$ cat config.mk
export PLATFORM = sky130hd
export DESIGN_NAME = fact_accel_flat
export DESIGN_NICKNAME = d
export VERILOG_FILES = /design/src/rtl/fact_pkg.sv /design/src/rtl/fact_accel_if.sv /design/src/rtl/fact_core.sv /design/src/rtl/fact_accel.sv /design/src/flat_wrapper.sv
export SDC_FILE = /design/constraint.sdc
export NUM_CORES = 1
export LEC_CHECK = 0
export BUFFER_PORTS_ARGS = -buffer_cell sky130_fd_sc_hd__buf_2
export CORE_ASPECT_RATIO = 0.9
export CORE_MARGIN = 4
export CORE_UTILIZATION = 26
export CTS_CLUSTER_SIZE = 30
export DETAILED_ROUTE_END_ITERATION = 10
export GPL_ROUTABILITY_DRIVEN = 0
export GPL_TIMING_DRIVEN = 0
export PLACE_DENSITY = 0.4
export SYNTH_ARGS = -nofsm -noshare
export SYNTH_HDL_FRONTEND = slang
export SYNTH_SLANG_ARGS = --single-unit
$ cat constraint.sdc
create_clock -name clk -period 6.8 [get_ports clk]
set_input_delay 0 -clock clk [delete_from_list [all_inputs] [get_ports clk]]
set_output_delay 0 -clock clk [all_outputs]
set_load 0.01 [all_outputs]
$ cat src/rtl/fact_pkg.sv
// Shared constants and types for the memory-mapped factorial accelerator.
package fact_pkg;

  localparam logic [1:0] FACT_N      = 2'd0;
  localparam logic [1:0] FACT_GO     = 2'd1;
  localparam logic [1:0] FACT_STATUS = 2'd2;
  localparam logic [1:0] FACT_RESULT = 2'd3;

  typedef enum logic [1:0] {
    IDLE = 2'd0,
    RUN  = 2'd1,
    DONE = 2'd2,
    ERR  = 2'd3
  } state_e;

endpackage

$ cat src/rtl/fact_accel_if.sv
// Word-addressed system-bus port of the factorial accelerator.
interface fact_accel_if;
  logic        we;
  logic [1:0]  a;
  logic [31:0] wd;
  logic [31:0] rd;

  modport master (output we, output a, output wd, input rd);
  modport slave  (input we, input a, input wd, output rd);
endinterface

$ cat src/rtl/fact_core.sv
// Iterative factorial engine: one multiply per cycle, overflow judged on the full-width product.
module fact_core
  import fact_pkg::*;
#(
  parameter int DATA_W = 32,
  parameter int N_W    = 5
) (
  input  logic              clk,
  input  logic              rst,
  input  logic              start,
  input  logic [N_W-1:0]    n,
  output logic [DATA_W-1:0] result,
  output logic              busy,
  output logic              done,
  output logic              err
);

  state_e              state_q, state_d;
  logic [DATA_W-1:0]   p_q, p_d;
  logic [N_W-1:0]      c_q, c_d;
  logic [2*DATA_W-1:0] prod;
  logic                ovf;

  assign prod   = {{DATA_W{1'b0}}, p_q} * {{(2*DATA_W-N_W){1'b0}}, c_q};
  assign ovf    = |prod[2*DATA_W-1:DATA_W];
  assign result = p_q;

  // NOTE: sequential state uses non-blocking assignments so every register samples pre-edge values.
  always_ff @(posedge clk or negedge rst) begin
    if (!rst) begin
      state_q <= IDLE;
      p_q     <= '0;
      c_q     <= '0;
    end else begin
      state_q <= state_d;
      p_q     <= p_d;
      c_q     <= c_d;
    end
  end

  // NOTE: every combinational output gets a default first, so no path can infer a latch.
  always_comb begin
    state_d = state_q;
    p_d     = p_q;
    c_d     = c_q;
    case (state_q)
      RUN: begin
        if (c_q <= N_W'(1)) begin
          state_d = DONE;
        end else if (ovf) begin
          state_d = ERR;
          p_d     = '0;
        end else begin
          p_d = prod[DATA_W-1:0];
          c_d = c_q - N_W'(1);
        end
      end
      default: begin
        // A start while RUN is dropped; IDLE, DONE and ERR all accept one.
        if (start) begin
          state_d = RUN;
          p_d     = DATA_W'(1);
          c_d     = n;
        end
      end
    endcase
  end

  always_comb begin
    busy = (state_q == RUN);
    done = (state_q == DONE);
    err  = (state_q == ERR);
  end

endmodule

$ cat src/rtl/fact_accel.sv
// Bus slave wrapper: operand register, GO decode and combinational read mux around fact_core.
module fact_accel
  import fact_pkg::*;
#(
  parameter int DATA_W = 32,
  parameter int N_W    = 5
) (
  input  logic         clk,
  input  logic         rst,
  fact_accel_if.slave  bus,
  output logic         busy,
  output logic         done,
  output logic         err
);

  logic [N_W-1:0]    n_q, n_d;
  logic [DATA_W-1:0] result;
  logic              go;
  logic              unused_wd;

  assign unused_wd = ^bus.wd[31:N_W];
  assign go        = bus.we && (bus.a == FACT_GO) && bus.wd[0];

  always_comb begin
    n_d = n_q;
    if (bus.we && (bus.a == FACT_N)) n_d = bus.wd[N_W-1:0];
  end

  always_ff @(posedge clk or negedge rst) begin
    if (!rst) n_q <= '0;
    else      n_q <= n_d;
  end

  fact_core #(
    .DATA_W (DATA_W),
    .N_W    (N_W)
  ) u_core (
    .clk    (clk),
    .rst    (rst),
    .start  (go),
    .n      (n_q),
    .result (result),
    .busy   (busy),
    .done   (done),
    .err    (err)
  );

  always_comb begin
    bus.rd = '0;
    case (bus.a)
      FACT_N:      bus.rd = 32'(n_q);
      FACT_GO:     bus.rd = {31'b0, busy};
      FACT_STATUS: bus.rd = {29'b0, busy, err, done};
      FACT_RESULT: bus.rd = 32'(result);
      default:     bus.rd = '0;
    endcase
  end

endmodule

$ cat src/flat_wrapper.sv
// flat-port wrapper written by rule: the top's interface ports become plain ports
module fact_accel_flat import fact_pkg::*;
#(
  parameter int DATA_W = 32,
  parameter int N_W    = 5
)
  (clk, rst, busy, done, err, bus_we, bus_a, bus_wd, bus_rd);
  fact_accel_if bus_i ();
  input  logic clk;
  input  logic rst;
  output logic busy;
  output logic done;
  output logic err;
  input wire logic [$bits(bus_i.we)-1:0] bus_we;
  input wire logic [$bits(bus_i.a)-1:0] bus_a;
  input wire logic [$bits(bus_i.wd)-1:0] bus_wd;
  output wire logic [$bits(bus_i.rd)-1:0] bus_rd;
  assign bus_i.we = bus_we;
  assign bus_i.a = bus_a;
  assign bus_i.wd = bus_wd;
  assign bus_rd = bus_i.rd;
  fact_accel #(.DATA_W(DATA_W), .N_W(N_W)) u_core (.clk(clk), .rst(rst), .bus(bus_i), .busy(busy), .done(done), .err(err));
endmodule
# Word-level counts from Yosys, hierarchy flattened
# Cells that the tools add are included.
dict set report op_classes {
  reduce_logical 9
  n_bitwise 0
  mul 1
  div_mod_pow 0
  n_lt_le_gt_ge 1
  addsub 1
  shifts 0
  muxes 13
  eq_ne 9
}
# op count
set ops {}
lappend ops {{$mux 32} 4}
lappend ops {{$pmux 32 s4} 1}
lappend ops {{$mul 32x5->37} 1}
lappend ops {{$mux 5} 4}
lappend ops {{$eq 2x2->1 const B} 4}
lappend ops {{$mux 2} 4}
lappend ops {{$le 5x1->1 const B} 1}
lappend ops {{$reduce_or 5->1} 1}
lappend ops {{$sub 5x1->5 const B} 1}
lappend ops {{$eq 2x1->1 const B} 2}
lappend ops {{$ne 2x2->1 const B} 2}
lappend ops {{$reduce_and 2->1} 2}
lappend ops {{$logic_and 1x1->1} 3}
lappend ops {{$ne 3x1->1 const B} 1}
lappend ops {{$reduce_and 3->1} 1}
lappend ops {{$logic_not 2->1} 1}
lappend ops {{$reduce_bool 2->1} 1}
dict set report word_totals {
  latch_bits 0
  rom_bits 0
  output_inout_bits 35
  wordCells 38
  memories 0
  regBits 44
  in_bits 37
  ramBits 0
}

# Logic depth before layout (Yosys ltp)
dict set report logic_depth {
  word_depth 5
  ltp_mapped 21
  mapped_depth_nobuf 17
}

# Hierarchy
# A second synthesis with hierarchy kept.
dict set report hier_totals {
  cells_unflattened 876
  area_unflattened_um2 7402.1
}
# module cells_each seq_area_each_um2 area_each_um2 instances
set by_module_without_submodules {}
lappend by_module_without_submodules {fact_core 821 975.9 6892.9 1}
lappend by_module_without_submodules {fact_accel 55 125.1 509.2 1}

# Worst setup path before layout
# Ideal clock, no wire load.
dict set report synth_path {
  path_type {register -> register}
  start {register u_core.u_core.c_q[2]}
  end {register u_core.u_core.c_q[1]}
  required_time_ns 6.706
  path_stages_with_launch 20
  path_slack_ns 1.883
  synth_period_minus_slack_ns 4.917
  path_buffers 4
  setup_time_ns 0.094
  arrival_ns 4.823
  path_cell_list {dfrtp_1 -> clkbuf_1 -> clkbuf_1 -> and2_1 -> fa_1 -> fa_1 -> inv_1 -> fa_1 -> inv_1 -> ha_1 -> clkbuf_1 -> nand3_1 -> nor4_1 -> a222oi_1 -> nor2_1 -> o311ai_2 -> nor4_4 -> buf_6 -> nor3_1 -> a221oi_2}
}
dict set report synth_via {
  elab_chain_cells 4
  word_cells_on_any_way 6
  classes_between {mul (1); order compare (1); eq/ne (2); reduce/logical (2)}
}
# element line_no
set synth_rtl {}
lappend synth_rtl {{start, declared} fact_core.sv:20} ;# logic [N_W-1:0] c_q, c_d;
lappend synth_rtl {{start signal, assigned} fact_core.sv:33} ;# c_q <= '0;
lappend synth_rtl {{start signal, assigned} fact_core.sv:37} ;# c_q <= c_d;
lappend synth_rtl {{$mul 32x5->37} fact_core.sv:24} ;# assign prod = {{DATA_W{1'b0}}, p_q} * {{(2*DATA_W-N_W){1'b0}}, c_q};
lappend synth_rtl {{$reduce_or 5->1} fact_core.sv:25} ;# assign ovf = |prod[2*DATA_W-1:DATA_W];
lappend synth_rtl {{$ne 2x2->1 (no line)} -}
lappend synth_rtl {{$reduce_and 3->1 (no line) *} -}
# Every way passes the cells marked *; elsewhere a longest branch is shown, timed or not.
# A chain may end at the register's enable or synchronous reset.

# Worst setup path in the final report
dict set report layout_path {
  start {register u_core.u_core.c_q[2]}
  end {register u_core.u_core.p_q[28] (netlist: u_core.u_core.result[28])}
}
dict set report layout_via {
  elab_chain_cells 5
  word_cells_on_any_way 8
  classes_between {mul (1); order compare (1); eq/ne (1); mux (3); reduce/logical (2)}
}
# element line_no
set layout_rtl {}
lappend layout_rtl {{$mul 32x5->37} fact_core.sv:24}
lappend layout_rtl {{$reduce_or 5->1} fact_core.sv:25}
lappend layout_rtl {{$mux 32} fact_core.sv:50} ;# end else if (ovf) begin
lappend layout_rtl {{$mux 32} fact_core.sv:48} ;# if (c_q <= N_W'(1)) begin
lappend layout_rtl {{$mux 32} fact_core.sv:46} ;# case (state_q)
lappend layout_rtl {{end signal, assigned} fact_core.sv:36} ;# p_q <= p_d;
lappend layout_rtl {{end, declared} fact_core.sv:19} ;# logic [DATA_W-1:0] p_q, p_d;
# Parallel ways exist; a longest one is shown, timed or not. The select of a mux whose other input is x is not followed.

==> flow_summary.yaml <==
logic_synthesis:
  postSynth.topFlopCell: "dfrtp_1"
  synth_simple_gate_area_share: 0.2442
  synth_top_family_by_area: "adder cells"
  postSynthCellCount: 912
  post-synth-top-area-fraction: 0.2408
  post_synth.cell_area_avg_sq_um: 8.203
  synth_edf_count: 0
  yosys.area.top_type: "fa_1"
  synth.area.mux_share: 0.009032
  yosys.area_share.xor_xnor: 0.03161
  synth_warnings: 0
  synth_fp_nets: 1086
  number_of_flip_flops_and_latches_in_the_synthesized_netlist: 44
  seq_area_frac_synth: 0.1472
  synthAdderAreaFrac: 0.3195
  yosys_cell_types: 58
  post_synth_main_area_contributors: "fa_1, dfrtp_1, and2_1, ha_1, inv_1"
  post_synth_instance_area_sq_um: 7481
  synth_most_common_cell: "inv_1"
  synth.cells.most_frequent: "inv_1, and2_1, nand2_1, fa_1, ha_1"
  share_of_flip_flops_with_an_asynchronous_set_or_reset_after_synthesis: 1.000
  synth_compound_gate_area_share: 0.1547
finish:
  fill_cells: 3088
  net_count_of_the_finished_layout: 1142
  flow.area_growth_from_synthesis_pct: 11.91
  postLayoutCoreUtil: 0.2973
  antenna-diode-count: 0
  post_route_cells_drive_above_1_share: 0.08256
timing:
  timing_hold_violations_final: 0
  worst_clock_skew_ns: 0.007151
  slew_viol_final: 0
  final.setup.tns_ns: 0
  grt_setup_unrepaired: "no"
  max_clock_freq_mhz: 154.5
  timing_worst_slew_pin_value_ns: 1.128
  final.setup.worst_slack_ns: 0.3289
  setup-violations-final: 0
  period_needed_ns: 6.471
  fin_hold_ws_ns: 0.2573
  final.period_utilization: 0.9516
  worst_slew_slack_as_a_fraction_of_its_limit: 0.2481
setup_path:
  worstReg2RegEnd: "u_core.u_core.result[28]"
  worst_setup_path_endpoint: "u_core.u_core.result[28]"
  slowest_stage: "fa_1"
  reg2regPathDepth: 20
  start_kind: "flip-flop"
  timing.critical_path.to_type: "flip-flop"
  timing.reg2reg.setup_slack_ns: 0.33
  critical_path.reg2reg.startpoint: "u_core.u_core.c_q[2]"
  critical_path_source: "u_core.u_core.c_q[2]"
  worst_ep_arrival_time_ns: 6.68
  startpoint_to_endpoint_class_of_the_critical_path: "reg -> reg"
  max_stage_delay_ns: 0.56
  cp_common_cell: "fa_1"
  worstPathCellList: "clkbuf_1 > clkbuf_1 > and2_1 > fa_1 > fa_1 > inv_1 > fa_1 > inv_1 > ha_1 > buf_2 > nand4_1 > nor4_1 > a22oi_1 > a31oi_1 > or3b_2 > o311ai_2 > nor4_4 > inv_2 > buf_2 > o21ai_1"
  crit_path_max_fanout: 10
  req_time_crit_path_ns: 7.01
detailed_routing:
  met3_length_um: 726
  drt-total-wl_mm: 24.97
  drt_pass1_iterations: 5
  met2_length_mm: 11.16
  vias_per_cell: 4.823
  vias: 6410
  route.detailed.drc: 0
  detail_route.iter0.violations: 465
  drtAntennaViolNets: 0
  highest_layer: "met4"
  wl_per_cell_um: 18.79
  drt-met1-wl_mm: 12.90
grt:
  grt_antenna_before_repair: 0
  first_global_vias: 6610
  overflow_left_after_global_routing: 0
  largest_net_degree_at_the_start_of_global_routing: 45
  track_usage: 0.1599
  grt_first_pass_wirelength_mm: 40.07
clock_network:
  clock_sink_count: 44
  cts-root-buf: "clkbuf_16"
  cts_h_tree_lvls: 2
  insertion_delay_ns: 0.29
  postCtsSetupRepairBufs: 0
  number_of_buffers_created_by_cts: 5
  tritoncts_clock_tree: "built"
  clk_transition_reported_paths_ns: 0.07
  clk_path_buf_depth: 2
power_and_ir_drop:
  power.share.sequential: 0.162
  share_clk_of_total_power: 0.100
  max-vdd-ir-drop_mv: 0.1351
  power_switching_mw: 1.619
  share_comb_of_total_power: 0.737
  static-leakage-power_nw: 4.145
  power_switching_share: 0.5633
  internal-power_mw: 1.255
  power_density_over_the_cells_nw_per_um2: 343.4
die:
  fp.dieW_um: 186.8
  floorplan.die.height_um: 168.9
  floorplan.die_area_sq_um: 31550
  placeableCoreArea_sq_um: 28160
  num_io_pins: 72
  initial_utilization: 0.2657
  rows: 58
placed_design:
  dp_hpwl_mm: 20.25
  detailedPlace.worstSlack_ns: 0.1041
  port_buffers: 43
run:
  drv.max_cap_violation_count: 0
hold_path:
  min_path_type: "in -> reg"
outcome:
  status: "completed"
-- critical path, delay by kind of cell, from the launching register on --
kind            cells  cell delay (ns)
fa+ha+maj           4             1.79
buf+inv             7             1.66
simple gates        5             1.62
compound gates      4             0.93
flops               1             0.37
-- cell families (layout without fill, tap and decap cells) --
group / count (synthesis) / count (layout)
AOI/OAI and AO/OA: 174 / 174
xor gates and xnor gates: 27 / 27
adders and majority gates: 137 / 137
buffers and inverters: 181 / 238
DFF: 44 / 44
muxes: 5 / 5
and+or+nand+nor: 344 / 344
-- power by group through the flow --
| stage | combinational [mW] | clock, mW | sequential (mW) |
|---|---|---|---|
| floorplan | 1.51 | 0 | 0.406 |
| global placement | 2.13 | 0 | 0.476 |
| detailed placement | 2.10 | 0 | 0.473 |
| CTS | 2.14 | 0.298 | 0.468 |
| global route | 2.42 | 0.306 | 0.480 |
| finish | 2.12 | 0.288 | 0.467 |
-- sequential cells by signal (all words and copies together), names as in the netlist --
| register | flops |
|---|---|
| u_core.u_core.result | 32 |
| u_core.n_q | 5 |
| u_core.u_core.c_q | 5 |
| u_core.u_core.state_q | 2 |
-- per-stage QoR --
stage               instances  total power, mW  instance area (sq um)
floorplan                 912            1.913                   7481
global placement         1315            2.608                   8147
detailed placement       1315            2.574                   8147
CTS                      1329            2.902                   8371
global route             1329            3.201                   8372
finish                   1329            2.875                   8372
-- placed cells by master, fill, tap and decap left out, drive strengths merged, types with 3 or more instances in the layout --
master / instances
and3: 29
buf: 55
a22oi: 4
o21bai: 3
a21oi: 37
ha: 47
xnor2: 12
nor2: 33
nand2: 97
o21a: 7
dlygate4sd3: 6
nand3: 9
and2: 125
mux2: 4
nor4: 7
inv: 132
fa: 90
a31oi: 6
nor3: 12
o211ai: 10
nand2b: 8
nand4: 13
dfrtp: 44
a22o: 8
a211oi: 9
clkbuf: 43
o21ai: 51
a21o: 17
a221oi: 3
xor2: 15
nor2b: 4
-- worst min-delay path by stage --
stage               slack (ns)                        to  startpoint  depth (start not counted)
global route              0.28  u_core.u_core.state_q[1]    bus_a[1]                          4
CTS                       0.25  u_core.u_core.state_q[1]    bus_a[1]                          4
floorplan                -0.30             u_core.n_q[0]         rst                          0
finish                    0.26  u_core.u_core.state_q[1]    bus_a[1]                          4
global placement          0.22             u_core.n_q[1]   bus_wd[1]                          3
detailed placement        0.22             u_core.n_q[1]   bus_wd[1]                          3
-- cell type report --
| type | instances | area, sq um | share of cell area |
|---|---|---|---|
| plain buffers | 49 | 207.7 | 0.02481 |
| clock buffers | 6 | 128.9 | 0.01539 |
| flip-flops and latches | 44 | 1101 | 0.1315 |
| clock inverters | 2 | 35.03 | 0.004185 |
| well taps | 360 | 450.4 | 0.05380 |
| repair buffers | 49 | 275.3 | 0.03288 |
| inverters | 132 | 495.5 | 0.05918 |
| multi-input cells | 687 | 5678 | 0.6782 |
-- per-layer routing --
layer / GRT usage / vias up
met5: 0 / -
met4: 0.02154 / 0
met3: 0.01402 / 11
met2: 0.2548 / 106
met1: 0.2424 / 3192
li1: - / 3101
-- what timing repair did --
action                                 CTS  global route
setup endpoints to repair                0            27
hold buffers                             6             0
endpoints found under the hold margin   49             0
gates resized for setup                  0             3
Note: power is estimated with default switching activity, not from simulation.
